**src/rtl/bcd_counter_display_if.sv**
```systemverilog
// Control and display bundle for bcd_counter_display.
//   en, up, clear : count controls driven by the board/host (master)
//   seg           : active-low segments, seg[0]=a .. seg[6]=g
//   anode_sel     : active-low one-hot digit select
//   led           : terminal-count indicator
//   count_bcd     : live BCD count, nibble k = digit k
interface bcd_counter_display_if #(
  parameter int DIGITS = 4
);
  logic                  en;
  logic                  up;
  logic                  clear;
  logic [6:0]            seg;
  logic [DIGITS-1:0]     anode_sel;
  logic                  led;
  logic [4*DIGITS-1:0]   count_bcd;

  modport master (output en, up, clear, input seg, anode_sel, led, count_bcd);
  modport slave  (input en, up, clear, output seg, anode_sel, led, count_bcd);
endinterface

```
**src/rtl/bcd_counter_display.sv**
```systemverilog
// Multi-digit BCD up/down event counter with a time-multiplexed
// seven-segment driver and optional leading-zero blanking.
//   clk_fpga : system clock, rising edge
//   reset_n  : asynchronous active-low reset
//   bus      : slave side of bcd_counter_display_if (en/up/clear in,
//              seg/anode_sel/led/count_bcd out)
module bcd_counter_display #(
  parameter int                  CLK_HZ     = 100_000_000,
  parameter int                  TICK_HZ    = 1,
  parameter int                  REFRESH_HZ = 1000,
  parameter int                  DIGITS     = 4,
  parameter logic [4*DIGITS-1:0] TOP_BCD    = {DIGITS{4'h9}},
  parameter bit                  BLANK_LZ   = 1'b1
) (
  input  logic                  clk_fpga,
  input  logic                  reset_n,
  bcd_counter_display_if.slave  bus
);
  localparam int TICK_DIV = CLK_HZ / TICK_HZ;
  localparam int SCAN_DIV = CLK_HZ / (REFRESH_HZ * DIGITS);
  localparam int TW = (TICK_DIV > 1) ? $clog2(TICK_DIV) : 1;
  localparam int SW = (SCAN_DIV > 1) ? $clog2(SCAN_DIV) : 1;
  localparam int IW = (DIGITS > 1)   ? $clog2(DIGITS)   : 1;
  localparam logic [TW-1:0] TICK_LAST = TW'(TICK_DIV - 1);
  localparam logic [SW-1:0] SCAN_LAST = SW'(SCAN_DIV - 1);
  localparam logic [IW-1:0] IDX_LAST  = IW'(DIGITS - 1);

  // ---------------- tick divider (free-running, ignores en) ----------------
  logic [TW-1:0] tick_cnt;
  logic          tick;

  assign tick = (tick_cnt == TICK_LAST);

  always_ff @(posedge clk_fpga or negedge reset_n) begin
    if (!reset_n)  tick_cnt <= '0;
    else if (tick) tick_cnt <= '0;
    else           tick_cnt <= tick_cnt + 1'b1;
  end

  // ---------------- BCD counter ----------------
  logic [DIGITS-1:0][3:0] cnt, cnt_inc, cnt_dec;
  logic                   at_top, at_zero, carry, borrow;

  assign at_top  = (cnt == TOP_BCD);
  assign at_zero = (cnt == '0);

  // Full ripple in one cycle: a digit only moves while the carry/borrow
  // from below is still live.
  always_comb begin
    cnt_inc = cnt;
    cnt_dec = cnt;
    carry   = 1'b1;
    borrow  = 1'b1;
    for (int k = 0; k < DIGITS; k++) begin
      if (carry) begin
        if (cnt[k] >= 4'd9) cnt_inc[k] = 4'd0;
        else begin
          cnt_inc[k] = cnt[k] + 4'd1;
          carry      = 1'b0;
        end
      end
      if (borrow) begin
        if (cnt[k] == 4'd0) cnt_dec[k] = 4'd9;
        else begin
          cnt_dec[k] = cnt[k] - 4'd1;
          borrow     = 1'b0;
        end
      end
    end
  end

  always_ff @(posedge clk_fpga or negedge reset_n) begin
    if (!reset_n)                cnt <= '0;
    else if (bus.clear)          cnt <= '0;
    else if (tick && bus.en) begin
      if (bus.up) cnt <= at_top  ? '0      : cnt_inc;
      else        cnt <= at_zero ? TOP_BCD : cnt_dec;
    end
  end

  assign bus.count_bcd = cnt;
  assign bus.led       = bus.up ? at_top : at_zero;

  // ---------------- scan divider / digit index ----------------
  logic [SW-1:0] scan_cnt;
  logic [IW-1:0] idx;

  always_ff @(posedge clk_fpga or negedge reset_n) begin
    if (!reset_n) begin
      scan_cnt <= '0;
      idx      <= '0;
    end else if (scan_cnt == SCAN_LAST) begin
      scan_cnt <= '0;
      idx      <= (idx == IDX_LAST) ? '0 : idx + 1'b1;
    end else begin
      scan_cnt <= scan_cnt + 1'b1;
    end
  end

  // ---------------- blanking ----------------
  // zero_run tracks "this digit and everything above it is 0", scanning
  // from the most significant digit down. Digit 0 is never blanked.
  logic [DIGITS-1:0] blank;
  logic              zero_run;

  always_comb begin
    blank    = '0;
    zero_run = 1'b1;
    for (int k = DIGITS - 1; k >= 0; k--) begin
      zero_run = zero_run & (cnt[k] == 4'd0);
      blank[k] = BLANK_LZ && (k != 0) && zero_run;
    end
  end

  function automatic logic [6:0] seg_of(input logic [3:0] d);
    case (d)
      4'd0:    seg_of = 7'b1000000;
      4'd1:    seg_of = 7'b1111001;
      4'd2:    seg_of = 7'b0100100;
      4'd3:    seg_of = 7'b0110000;
      4'd4:    seg_of = 7'b0011001;
      4'd5:    seg_of = 7'b0010010;
      4'd6:    seg_of = 7'b0000010;
      4'd7:    seg_of = 7'b1111000;
      4'd8:    seg_of = 7'b0000000;
      4'd9:    seg_of = 7'b0010000;
      default: seg_of = 7'b1111111;
    endcase
  endfunction

  // Anode and segments come from the same idx in the same register stage,
  // so they can never disagree about which digit is shown.
  logic [6:0]        seg_r;
  logic [DIGITS-1:0] an_r;

  always_ff @(posedge clk_fpga or negedge reset_n) begin
    if (!reset_n) begin
      seg_r <= 7'b1000000;
      an_r  <= ~DIGITS'(1);
    end else begin
      seg_r <= blank[idx] ? 7'b1111111 : seg_of(cnt[idx]);
      an_r  <= ~(DIGITS'(1) << idx);
    end
  end

  assign bus.seg       = seg_r;
  assign bus.anode_sel = an_r;
endmodule

```
**src/flat_wrapper.sv**
```systemverilog
// flat-port wrapper written by rule: the top's interface ports become plain ports
module bcd_counter_display_flat 
#(
  parameter int                  CLK_HZ     = 100_000_000,
  parameter int                  TICK_HZ    = 1,
  parameter int                  REFRESH_HZ = 1000,
  parameter int                  DIGITS     = 4,
  parameter logic [4*DIGITS-1:0] TOP_BCD    = {DIGITS{4'h9}},
  parameter bit                  BLANK_LZ   = 1'b1
)
  (clk_fpga, reset_n, bus_en, bus_up, bus_clear, bus_seg, bus_anode_sel, bus_led, bus_count_bcd);
  bcd_counter_display_if #(.DIGITS(DIGITS)) bus_i ();
  input  logic clk_fpga;
  input  logic reset_n;
  input wire logic [$bits(bus_i.en)-1:0] bus_en;
  input wire logic [$bits(bus_i.up)-1:0] bus_up;
  input wire logic [$bits(bus_i.clear)-1:0] bus_clear;
  output wire logic [$bits(bus_i.seg)-1:0] bus_seg;
  output wire logic [$bits(bus_i.anode_sel)-1:0] bus_anode_sel;
  output wire logic [$bits(bus_i.led)-1:0] bus_led;
  output wire logic [$bits(bus_i.count_bcd)-1:0] bus_count_bcd;
  assign bus_i.en = bus_en;
  assign bus_i.up = bus_up;
  assign bus_i.clear = bus_clear;
  assign bus_seg = bus_i.seg;
  assign bus_anode_sel = bus_i.anode_sel;
  assign bus_led = bus_i.led;
  assign bus_count_bcd = bus_i.count_bcd;
  bcd_counter_display #(.CLK_HZ(CLK_HZ), .TICK_HZ(TICK_HZ), .REFRESH_HZ(REFRESH_HZ), .DIGITS(DIGITS), .TOP_BCD(TOP_BCD), .BLANK_LZ(BLANK_LZ)) u_core (.clk_fpga(clk_fpga), .reset_n(reset_n), .bus(bus_i));
endmodule
```
**config.mk**
```make
export PLATFORM = sky130hd
export DESIGN_NAME = bcd_counter_display_flat
export DESIGN_NICKNAME = d
export VERILOG_FILES = /design/src/rtl/bcd_counter_display_if.sv /design/src/rtl/bcd_counter_display.sv /design/src/flat_wrapper.sv
export SDC_FILE = /design/constraint.sdc
export NUM_CORES = 1
export LEC_CHECK = 0
export CORE_MARGIN = 2
export CORE_UTILIZATION = 43
export CTS_BUF_LIST = sky130_fd_sc_hd__clkbuf_16
export DETAILED_ROUTE_END_ITERATION = 10
export GPL_ROUTABILITY_DRIVEN = 0
export GPL_TIMING_DRIVEN = 0
export PLACE_DENSITY = 0.68
export SLEW_MARGIN = 30
export SYNTH_ARGS = -nofsm -noshare
export SYNTH_HDL_FRONTEND = slang
export SYNTH_SLANG_ARGS = --single-unit
export TNS_END_PERCENT = 20
```
**constraint.sdc**
```tcl
create_clock -name clk_fpga -period 2.5 [get_ports clk_fpga]
set_input_delay 0.25 -clock clk_fpga [delete_from_list [all_inputs] [get_ports clk_fpga]]
set_output_delay 0.25 -clock clk_fpga [all_outputs]
set_load 0.03 [all_outputs]
```
# After elaboration in Yosys (flattened, before gate mapping)
# Memory sizes are Yosys's and may differ from the RTL's.
# Index checks and enable logic that the tools add are counted.
# classes
n_addsub	11
magnitude_cmp	5
eq_ne	7
shifts	1
mux	38
bitwise	3
reduce_logical	13
# ops
op	n
two-way mux 16 bit	5
two-way mux 4 bit	15
adder 27 x 1 -> 27 bit (second input constant)	1
== test 27 bit (second input constant)	1
two-way mux 27 bit	1
adder 4 x 1 -> 4 bit (second input constant)	4
== test 16 bit (second input constant)	1
greater-or-equal comparator 4 bit (second input constant)	4
zero test 16 bit	1
zero test 4 bit	4
subtractor 4 x 1 -> 4 bit (second input constant)	4
adder 15 x 1 -> 15 bit (second input constant)	1
== test 15 bit (second input constant)	1
two-way mux 15 bit	1
two-way mux 1 bit	12
inequality test 4 x 1 -> 1 bit (second input constant)	3
nonzero test 4 bit	3
AND reduction 3 bit	3
binary-select mux 4 bit (select 2 bit)	1
two-way mux 7 bit	1
NOT 4 bit	1
<< shifter 1 x 2 -> 4 bit (first input constant)	1
< comparator 2 x 3 -> 1 bit (second input constant)	1
adder 2 x 1 -> 2 bit (second input constant)	1
other kinds (6)	7
# totals
ff_bits	71
rom_bits	112
inputBits	5
out_inout_bits	28
elab_cells	88
memories	1
# memory_table
memory	words	width	rd	rd_clocked_by_memory_dff	wr	line	rtl
(name not given)	16	7	1	0	0	bcd_counter_display.sv:116	case (d)

# Logic depth before layout (Yosys ltp)
# depth
depth_word	9
mapped_depth	7
mapped_depth_nobuf	7

# Worst setup path before layout
# Ideal clock, no wire load.
# synth_path
kind	reg-to-output
start	register u_core.cnt, in the netlist u_core.bus.count_bcd[4]
end	output bus_led
arrival_time_ps	2304
t_required_ps	2250
path_slack_ps	-54
path_stages_with_launch	6
path_buffers	0
cell_sequence	dfrtp_1 > inv_1 > ha_1 > nor3b_1 > nand3_1 > o31ai_1
# synth_via
elab_chain_len	2
word_cells_on_any_way	3
classes_between	eq/ne: 1; mux: 1; reduce/logical: 1
# synth_lines
item	line	rtl
from (decl)	bcd_counter_display.sv:41	logic [DIGITS-1:0][3:0] cnt, cnt_inc, cnt_dec;
from (signal assigned)	bcd_counter_display.sv:76	if (bus.up) cnt <= at_top ? '0 : cnt_inc;
from (signal assigned)	bcd_counter_display.sv:77	else cnt <= at_zero ? TOP_BCD : cnt_dec;
== test 16 bit / zero test 16 bit (equally long branches)	bcd_counter_display.sv:44, bcd_counter_display.sv:45	
two-way mux 1 bit (*)	bcd_counter_display.sv:82	assign bus.led = bus.up ? at_top : at_zero;
to (decl)	flat_wrapper.sv:20	output wire logic [$bits(bus_i.led)-1:0] bus_led;
# Every way passes the cells marked *; elsewhere a longest branch is shown, timed or not.

# Worst setup path in the final report
# layout_path
start	input bus_up
end	output bus_led
# layout_via
elab_chain_len	1
# layout_lines
item	line	rtl
from (decl)	flat_wrapper.sv:16	input wire logic [$bits(bus_i.up)-1:0] bus_up;
two-way mux 1 bit	bcd_counter_display.sv:82	
# Every way passes these cells.

==> reports/qor.yml <==
status: "finished, final reports clean"
grt_max_degree: 52
yosys_warnings: 0
synth_top_area_share_pct: 39.4
ys_ff_latch: 71
timing.rr.end: "u_core.bus.count_bcd[7]"
diodes: 0
synthCells: 446
synth_cell_types: 63
track_usage_pct: 19.4
final_area_mm2: 0.00520
drc_errors: 0
async_reset_ff_share_pct: 100
drive_gt1_share_pct: 10.2
synth_edf_count: 0
grt_first_pass_wirelength_um: 16200
synth_area_leaders: "dfrtp_1, ha_1, xor2_1"
rsz0062_at_grt: "yes"
rows: 36
routed_via_density: 5.58
die_x_um: 103
cts_tree: "built"
cts_buffer_depth: 2
hold_viol: 0
grt_pass1_vias: 3360
syn_avg_cell_area_um2: 9.54
vdd_ir_drop_max_v: 0.000322
cp-start-kind: "primary input"
nets: 525
numCtsBuffers: 9
slowest_stage: "clkdlybuf4s50_1"
power_leakage_nw: 2.20
criticalPathCategory: "primary input to primary output"
post-route-min-period_ns: 2.42
vias: 3535
cts.clk_slew.worst_paths_ns: 0.06
first_pass_iters: 4
slowest_delay_ns: 0.58
cts_root_buf: "clkbuf_16"
worst-path-buf-inv: 4
port_buffers: 32
cts.sinks: 71
setup_viol: 0
place_area_mm2: 0.00477
cp-end-kind: "primary output"
clock_skew_ns: 0.00599
clock_latency_ns: 0.34
hp-class: "primary input to asynchronous set/reset pin"
drt-total-wl_um: 9800
drv_slew: 0
fin_setup_tns_ns: 0
fmax_mhz: 413
stdcell_count: 634
synth-seq-area-share_pct: 41.9
synthFlopType: "dfrtp_1"
crit_family: "buffers and inverters"
finalPower_mw: 4.10
rrSetupSlack_ns: 0.08
synth_commonest_cells: "dfrtp_1, nor2_1, inv_1"
maxCapViolCount: 0
cp.arrival_ns: 2.17
synthMostInstantiatedCell: "dfrtp_1"
ant_nets: 0
synth_top_cell_by_area: "dfrtp_1"
cp_cell_sequence: "clkdlybuf4s50_1 > clkbuf_1 > clkbuf_1 > nand2_1 > o31ai_2 > clkbuf_4"
die_h_um: 103
die_area_mm2: 0.0107
gr-total-overflow: 0
drt-initial-drc-count: 171
dp.cells: 612
crit_top_cell: "clkbuf_1"
critPathRequiredTime_ns: 2.25
r2r_cells: 5
syn_nets: 475
wire_per_inst_um: 15.5
reg2reg_from: "u_core.tick_cnt[8]"
antenna_found_initial: 0
power_per_cell_area_mw_per_mm2: 788
dp_hpwl_um: 6870
boundaryPins: 33
cp_max_fo: 10
cts_max_level: 3
area_delta_synth_final_pct: 22.3
start_util_pct: 43.9
max-slew-margin-rel_pct: 62.2
period_share_pct: 96.9
syn_area_mm2: 0.00426
coreArea_mm2: 0.00968
tightestPinTransition_ns: 0.565
## stage by stage
step | hold WS, ns | worst slack (ns) | utilization, %
final | 0.336 | 0.0771 | 53.7
after global routing | 0.369 | -0.0179 | 53.7
after CTS | 0.353 | 0.00486 | 53.2
after detailed placement | 0.161 | -0.481 | 49.3
after global placement | 0.475 | -1.22 | 49.0
after floorplan | -0.0456 | 0.183 | -
## layout by cell type (no fill, tap or decap), types with 4 or more instances in the layout
cell / count
o21ai_1: 6
nor3_1: 7
o211ai_1: 5
ha_1: 22
dfstp_2: 4
xnor2_1: 17
nand4_1: 17
clkbuf_1: 17
and3_1: 10
dfrtp_1: 66
clkbuf_16: 9
nand2b_1: 9
nor4_1: 6
xor2_1: 21
o21ai_0: 15
a31oi_1: 7
nor2b_1: 5
clkdlybuf4s50_1: 30
mux4_2: 4
inv_1: 28
nand2_1: 19
o31ai_1: 6
nand3_1: 22
buf_4: 6
nor2_1: 48
a21oi_1: 17
## where the power goes
| group | switching, mW | internal, mW | total [mW] | leakage (nW) |
|---|---|---|---|---|
| Combinational | 0.794 | 0.537 | 1.33 | 1.12 |
| Clock | 0.521 | 0.875 | 1.40 | 0.156 |
| Sequential | 0.108 | 1.26 | 1.37 | 0.925 |
| Total | 1.42 | 2.68 | 4.10 | 2.20 |
## registers in the layout, indices dropped and copies added (netlist names)
signal	flops
u_core.bus.count_bcd	16
u_core.scan_cnt	15
u_core.tick_cnt	27
u_core.bus.anode_sel	4
u_core.idx	2
u_core.bus.seg	7
## cell families (layout without fill, tap and decap cells)
family                   count (synthesis)  in the layout  synth area share, %
adder cells (fa/ha/maj)                 24             24                 7.06
XOR/XNOR                                38             38                 7.82
AO/OA/AOI/OAI                           86             86                 13.9
multiplexers                             8              8                 3.18
buffers and inverters                   46            101                 4.06
AND/OR/NAND/NOR                        173            173                 22.1
flip-flops                              71             71                 41.9
## final cells by class
cell class	count	area, um2
sequential	71	1780
timing repair buffer	39	390
multi-input combinational	329	2370
inverter	28	105
buffer	18	68.8
clock buffer	9	225
clock inverter	7	95.1
tap	133	166
fill	847	4480
## worst max path at each step
stage | cells after the start | slack, ns | to | startpoint
6_report | 6 | 0.08 | bus_led | bus_up
5_1_grt | 6 | -0.02 | bus_led | bus_up
4_1_cts | 5 | 0.005 | u_core.bus.count_bcd[13] | u_core.tick_cnt[8]
3_5_place_dp | 6 | -0.48 | bus_led | u_core.bus.count_bcd[4]
3_3_place_gp | 1 | -1.22 | u_core.scan_cnt[8] | reset_n
2_1_floorplan | 5 | 0.18 | bus_led | u_core.bus.count_bcd[4]
## routing by layer
metal  vias to the layer above  wire length [um]  part of all wire, %  GRT usage, %
met5                         -                 0                    0             0
met4                         0               223                  2.3          8.70
met3                        18               478                  4.9          4.57
met2                       107              4760                   49          30.2
met1                      1715              4330                   44          25.7
li1                       1695                 -                    -             -
## timing repair
action,CTS,global route
hold buffers,1,0
setup buffers,2,3
endpoints found under the setup margin,6,19
endpoints found under the hold margin,16,0
gates resized for setup,11,9
pin swaps,0,2
No activity file was read; power rests on OpenSTA's default activity.
